==> src/rtl/udp_table_sched.sv <==
// -----------------------------------------------------------------------------
// udp_table_sched
//   Shares one programmable UDP truth-table evaluator among NREQ requesters.
//   Requests are granted round-robin. The granted input vector is looked up in
//   a 2**NIN-entry table of 3-valued outputs (2'b00=0, 2'b01=1, 2'b1x=x). The
//   result is returned tagged with the requester id. The table is written
//   through a config port, which is only open while the block is idle.
//
// Optional feature macro: UDP_TBL_DEFAULT_INV_EN
//   defined     : reset loads an inverter on input 0 (entry i = {1'b0, ~i[0]})
//   not defined : reset loads every entry with x (2'b10)
//
// Ports
//   clk, rst      rising-edge clock, synchronous active-high reset
//   req_valid     per-requester lookup request
//   req_in        input vectors, requester k at [k*NIN +: NIN]
//   req_ready     one-hot accept, combinational in IDLE (taken when valid&ready)
//   rsp_valid     response available (held until rsp_ready)
//   rsp_ready     consumer accepts response
//   rsp_id        requester id of the response
//   rsp_out       looked-up table value
//   cfg_we        table write strobe
//   cfg_addr      table entry index
//   cfg_data      entry value
//   cfg_ready     write accepted this cycle when cfg_we & cfg_ready
// -----------------------------------------------------------------------------
module udp_table_sched #(
  parameter int NREQ = 4,
  parameter int NIN  = 2,
  parameter int IDW  = 2
) (
  input  logic                  clk,
  input  logic                  rst,
  input  logic [NREQ-1:0]       req_valid,
  input  logic [NREQ*NIN-1:0]   req_in,
  output logic [NREQ-1:0]       req_ready,
  output logic                  rsp_valid,
  input  logic                  rsp_ready,
  output logic [IDW-1:0]        rsp_id,
  output logic [1:0]            rsp_out,
  input  logic                  cfg_we,
  input  logic [NIN-1:0]        cfg_addr,
  input  logic [1:0]            cfg_data,
  output logic                  cfg_ready
);

  localparam int DEPTH = 2 ** NIN;

  typedef enum logic [1:0] {
    ST_IDLE = 2'b00,
    ST_LOOK = 2'b01,
    ST_RESP = 2'b10
  } state_e;

  state_e          state_q, state_d;
  logic [IDW-1:0]  rr_q, rr_d;
  logic [IDW-1:0]  id_q, id_d;
  logic [NIN-1:0]  in_q, in_d;
  logic            rsp_valid_q, rsp_valid_d;
  logic [IDW-1:0]  rsp_id_q, rsp_id_d;
  logic [1:0]      rsp_out_q, rsp_out_d;
  logic            cfg_ready_q, cfg_ready_d;
  logic [1:0]      tbl_q [DEPTH];
  logic [1:0]      tbl_d [DEPTH];

  logic            grant_found_s;
  logic [IDW-1:0]  grant_idx_s;
  logic [NREQ-1:0] req_ready_s;
  int              cand_s;

  // Round-robin successor of a requester id, wrapping NREQ-1 -> 0.
  function automatic logic [IDW-1:0] next_id(input logic [IDW-1:0] id);
    if (id == IDW'(NREQ - 1)) begin
      return {IDW{1'b0}};
    end else begin
      return id + IDW'(1);
    end
  endfunction

  // Round-robin search: first valid requester at or after the rr pointer.
  always_comb begin
    grant_found_s = 1'b0;
    grant_idx_s   = {IDW{1'b0}};
    cand_s        = 0;
    for (int k = 0; k < NREQ; k++) begin
      cand_s = int'(rr_q) + k;
      if (cand_s >= NREQ) begin
        cand_s = cand_s - NREQ;
      end else begin
        cand_s = cand_s;
      end
      if (!grant_found_s && req_valid[cand_s]) begin
        grant_found_s = 1'b1;
        grant_idx_s   = IDW'(cand_s);
      end else begin
        grant_found_s = grant_found_s;
      end
    end
  end

  // One-hot accept only in IDLE and only when no config write claims the cycle.
  always_comb begin
    req_ready_s = {NREQ{1'b0}};
    if ((state_q == ST_IDLE) && !cfg_we && grant_found_s) begin
      for (int i = 0; i < NREQ; i++) begin
        req_ready_s[i] = (IDW'(i) == grant_idx_s);
      end
    end else begin
      req_ready_s = {NREQ{1'b0}};
    end
  end

  // Next-state and datapath logic for the IDLE -> LOOK -> RESP sequence.
  always_comb begin
    state_d     = state_q;
    rr_d        = rr_q;
    id_d        = id_q;
    in_d        = in_q;
    rsp_valid_d = rsp_valid_q;
    rsp_id_d    = rsp_id_q;
    rsp_out_d   = rsp_out_q;
    tbl_d       = tbl_q;
    case (state_q)
      ST_IDLE: begin
        if (cfg_we) begin
          // Config wins over requests; the request is served next idle cycle.
          tbl_d[cfg_addr] = cfg_data;
        end else if (grant_found_s) begin
          id_d    = grant_idx_s;
          in_d    = req_in[int'(grant_idx_s)*NIN +: NIN];
          state_d = ST_LOOK;
        end else begin
          state_d = ST_IDLE;
        end
      end
      ST_LOOK: begin
        rsp_out_d   = tbl_q[in_q];
        rsp_id_d    = id_q;
        rsp_valid_d = 1'b1;
        state_d     = ST_RESP;
      end
      ST_RESP: begin
        if (rsp_ready) begin
          rsp_valid_d = 1'b0;
          rr_d        = next_id(id_q);
          state_d     = ST_IDLE;
        end else begin
          state_d = ST_RESP;
        end
      end
      default: begin
        state_d = ST_IDLE;
      end
    endcase
    // Config port is open exactly while the block sits in IDLE.
    cfg_ready_d = (state_d == ST_IDLE);
  end

  // State, response and table registers; reset also reinitialises the table.
  always_ff @(posedge clk) begin
    if (rst) begin
      state_q     <= ST_IDLE;
      rr_q        <= {IDW{1'b0}};
      id_q        <= {IDW{1'b0}};
      in_q        <= {NIN{1'b0}};
      rsp_valid_q <= 1'b0;
      rsp_id_q    <= {IDW{1'b0}};
      rsp_out_q   <= 2'b10;
      cfg_ready_q <= 1'b1;
      for (int i = 0; i < DEPTH; i++) begin
`ifdef UDP_TBL_DEFAULT_INV_EN
        tbl_q[i] <= {1'b0, ~i[0]};
`else
        tbl_q[i] <= 2'b10;
`endif
      end
    end else begin
      state_q     <= state_d;
      rr_q        <= rr_d;
      id_q        <= id_d;
      in_q        <= in_d;
      rsp_valid_q <= rsp_valid_d;
      rsp_id_q    <= rsp_id_d;
      rsp_out_q   <= rsp_out_d;
      cfg_ready_q <= cfg_ready_d;
      for (int i = 0; i < DEPTH; i++) begin
        tbl_q[i] <= tbl_d[i];
      end
    end
  end

  assign req_ready = req_ready_s;
  assign rsp_valid = rsp_valid_q;
  assign rsp_id    = rsp_id_q;
  assign rsp_out   = rsp_out_q;
  assign cfg_ready = cfg_ready_q;

endmodule

==> config.mk <==
export PLATFORM = sky130hd
export DESIGN_NAME = udp_table_sched
export DESIGN_NICKNAME = d
export VERILOG_FILES = /design/src/rtl/udp_table_sched.sv
export SDC_FILE = /design/constraint.sdc
export NUM_CORES = 1
export LEC_CHECK = 0
export ABC_AREA = 1
export CORE_MARGIN = 5
export CORE_UTILIZATION = 53
export DETAILED_ROUTE_END_ITERATION = 10
export PLACE_DENSITY = 0.88
export SLEW_MARGIN = 15
export SYNTH_ARGS = -nofsm -noshare
export SYNTH_HDL_FRONTEND = slang
export SYNTH_SLANG_ARGS = --single-unit
==> constraint.sdc <==
create_clock -name clk -period 4.43 [get_ports clk]
set_clock_uncertainty 0.05 [all_clocks]
set_input_delay 0.886 -clock clk [delete_from_list [all_inputs] [get_ports clk]]
set_output_delay 0.886 -clock clk [all_outputs]
set_load 0.01 [all_outputs]
==> metrics.yaml <==
global_route:
  grt_pass1_vias: 1273
  gr-total-overflow: 0
  grt_use_total_pct: 18.8
  grt_pass1_wl_um: 5240
  grt_max_degree: 15
  antenna_found_initial: 0
yosys:
  async_reset_ff_share_pct: 0
  yosysMostFrequentCell: "nand2_1"
  ys_seq_area_share_pct: 34.3
  synth_cell_types: 25
  synth_top_area_cell: "dfxtp_1"
  synth.avg_cell_area_sq_um: 6.52
  synthTopCellsByCount: "nand2_1 (59), dfxtp_1 (22), inv_1 (20), nor2_1 (20)"
  synthTopCellsByArea: "dfxtp_1 (34%), nand2_1 (17%), inv_1 (5.8%)"
  synthCells: 197
  synth-main-ff-cell: "dfxtp_1"
  yosys_warnings: 0
  syn-num-nets: 218
  syn_area_sq_um: 1280
  synth_top_area_share_pct: 34.3
  synth_edf_count: 0
  ys_seq_elements: 22
detailed_routing:
  via_count: 1315
  drt_iter0_markers: 61
  vias_per_cell: 5.16
  ant_nets: 0
  drc_errors: 0
  wl_um: 3020
  first_pass_iters: 4
  wl_per_cell_um: 11.8
clocking:
  clk_pin_slew_ns: 0.11
  cts_tree: "built"
  worst_skew_pair.late_latency_ns: 0.31
  cts_buffers: 3
  post-cts-setup-buffer-count: 0
  htreeDepth: 1
  cts_sinks: 22
  ctsRootBufferMaster: "clkbuf_4"
  clockBufferDepth: 2
  cts_resized: 0
  ctsHoldBuffers: 0
critical_path:
  cp-start-kind: "primary input"
  crit_buf_inv: 4
  path_delay_family: "buffers and inverters"
  critical_path_depth: 11
  reg2reg_depth: 11
  cp_slowest_cell: "clkdlybuf4s50_1"
  critical_path_required_ns: 3.49
  crit_path_end_kind: "output port"
  path_class: "primary input to output port"
  crit_arrival_ns: 2.93
  cp_cell_sequence: "clkdlybuf4s50_1, inv_1, nand2_1, nand3_1, nand2_2, nor2_4, nand3_4, nand3_4, inv_2, nor3_1, clkdlybuf4s50_1"
  cpPeakStageDelay_ns: 0.56
  worstPathMaxFanout: 6
sta:
  worstMarginPinSlew_ns: 0.457
  rsz0062_at_grt: "false"
  finalSetupViolations: 0
  max_freq_ghz: 0.259
  fin_tns_setup_ns: 0
  hold_slack_ns: 0.431
  period_needed_ns: 3.86
  slew_headroom_pct: 69.5
  fin_crit_sh_pct: 87.2
  hold_violations: 0
  slew_violations: 0
placed_design:
  dp_hpwl_um: 2350
  place_congestion: 0.836
  placed_area_sq_um: 1590
  dpl.cell_count: 251
  port_buffers: 29
cells_and_area:
  design_area_sq_um: 1640
  fill_cells: 187
  nNetsFinal: 249
  final_layout_size_suffix_gt1_share_pct: 11.5
  area_growth_pct: 27.9
  insertedDiodeCount: 0
  final_cells: 255
min_path:
  hold_class: "flip-flop to flip-flop"
  min_path_cells: 2
die:
  num_io_pins: 30
  die_w_um: 59.2
  initial_core_util_pct: 56.9
  dieArea_sq_um: 3510
  num_rows: 17
  core_area_sq_um: 2250
  die_h_um: 59.2
run:
  maxCapViolations: 0
status:
  outcome: "complete, no violations"
power_and_ir_drop:
  ir_drop_uv: 273
  total_leakage_power_uw: 0.000790
  power_density_nw_per_um2: 317
==> per-stage QoR <==
step	worst slack [ns]	power (uW)	util, %
floorplan	1.56	319	-
global placement	0.641	366	70.5
detailed placement	0.558	371	70.5
CTS	0.557	524	72.8
global route	0.368	553	72.8
finish	0.565	520	72.8
==> placed cells by master, fill, tap and decap left out, types with 2 or more instances in the layout <==
| cell | Yosys | layout |
|---|---|---|
| a21oi_1 | 12 | 12 |
| clkbuf_4 | 0 | 3 |
| clkdlybuf4s50_1 | 0 | 29 |
| dfxtp_1 | 22 | 22 |
| inv_1 | 20 | 20 |
| inv_2 | 6 | 6 |
| nand2_1 | 59 | 59 |
| nand2_2 | 6 | 6 |
| nand3_1 | 11 | 11 |
| nand3_4 | 3 | 3 |
| nand4_1 | 2 | 2 |
| nor2_1 | 20 | 20 |
| nor2_2 | 2 | 2 |
| nor3_1 | 6 | 6 |
| o211ai_1 | 5 | 5 |
| o21ai_0 | 12 | 12 |
==> worst paths after layout <==
kind	startpoint	slack, ns	to
setup / recovery	req_valid[3]	0.57	req_ready[0]
hold / removal	rsp_valid	0.43	rsp_valid
setup reg to reg	rr_q[0]	2.53	in_q[1]
hold reg to reg	rsp_valid	0.43	rsp_valid
==> power breakdown <==
part	internal (uW)	switching (uW)	total [uW]
Clock	91.4	60.8	152
Sequential	213	13.0	226
Combinational	62.3	79.0	141
Total	367	153	520
==> flip-flops by register name (all words and copies together) (netlist names) <==
register   count
tbl_q          8
id_q           2
in_q           2
rr_q           2
rsp_id         2
rsp_out        2
state_q        2
cfg_ready      1
rsp_valid      1
==> metal layers <==
layer / track usage (%) / share of wire (%)
met5: 0 / 0
met1: 23.9 / 46
met3: 4.14 / 6.9
met2: 31.5 / 46
met4: 5.18 / 0.46
==> area by class of cell <==
class	instances	area, sq um	share of cell area (%)
multi-input combinational	145	717	43.7
sequential	22	440	26.8
timing repair buffer	29	290	17.7
clock inverter	1	30.0	1.83
clock buffer	3	22.5	1.37
tap	28	35.0	2.13
inverter	27	106	6.48
==> worst min-delay path, cell delays in order, from the launching register on <==
cell and delay [ns]:
dfxtp_1 0.33, nand2_1 0.06, a21oi_1 0.06
==> cells by family (layout without fill, tap and decap cells) <==
kind of cell | count (synthesis) | after routing | share of synthesized area (%)
adders and majority gates | 1 | 1 | 0.975
DFF | 22 | 22 | 34.3
AOI/OAI and AO/OA | 32 | 32 | 14.0
buffers and inverters | 30 | 60 | 9.84
and+or+nand+nor | 112 | 112 | 40.8
No activity file was read; power rests on OpenSTA's default activity.
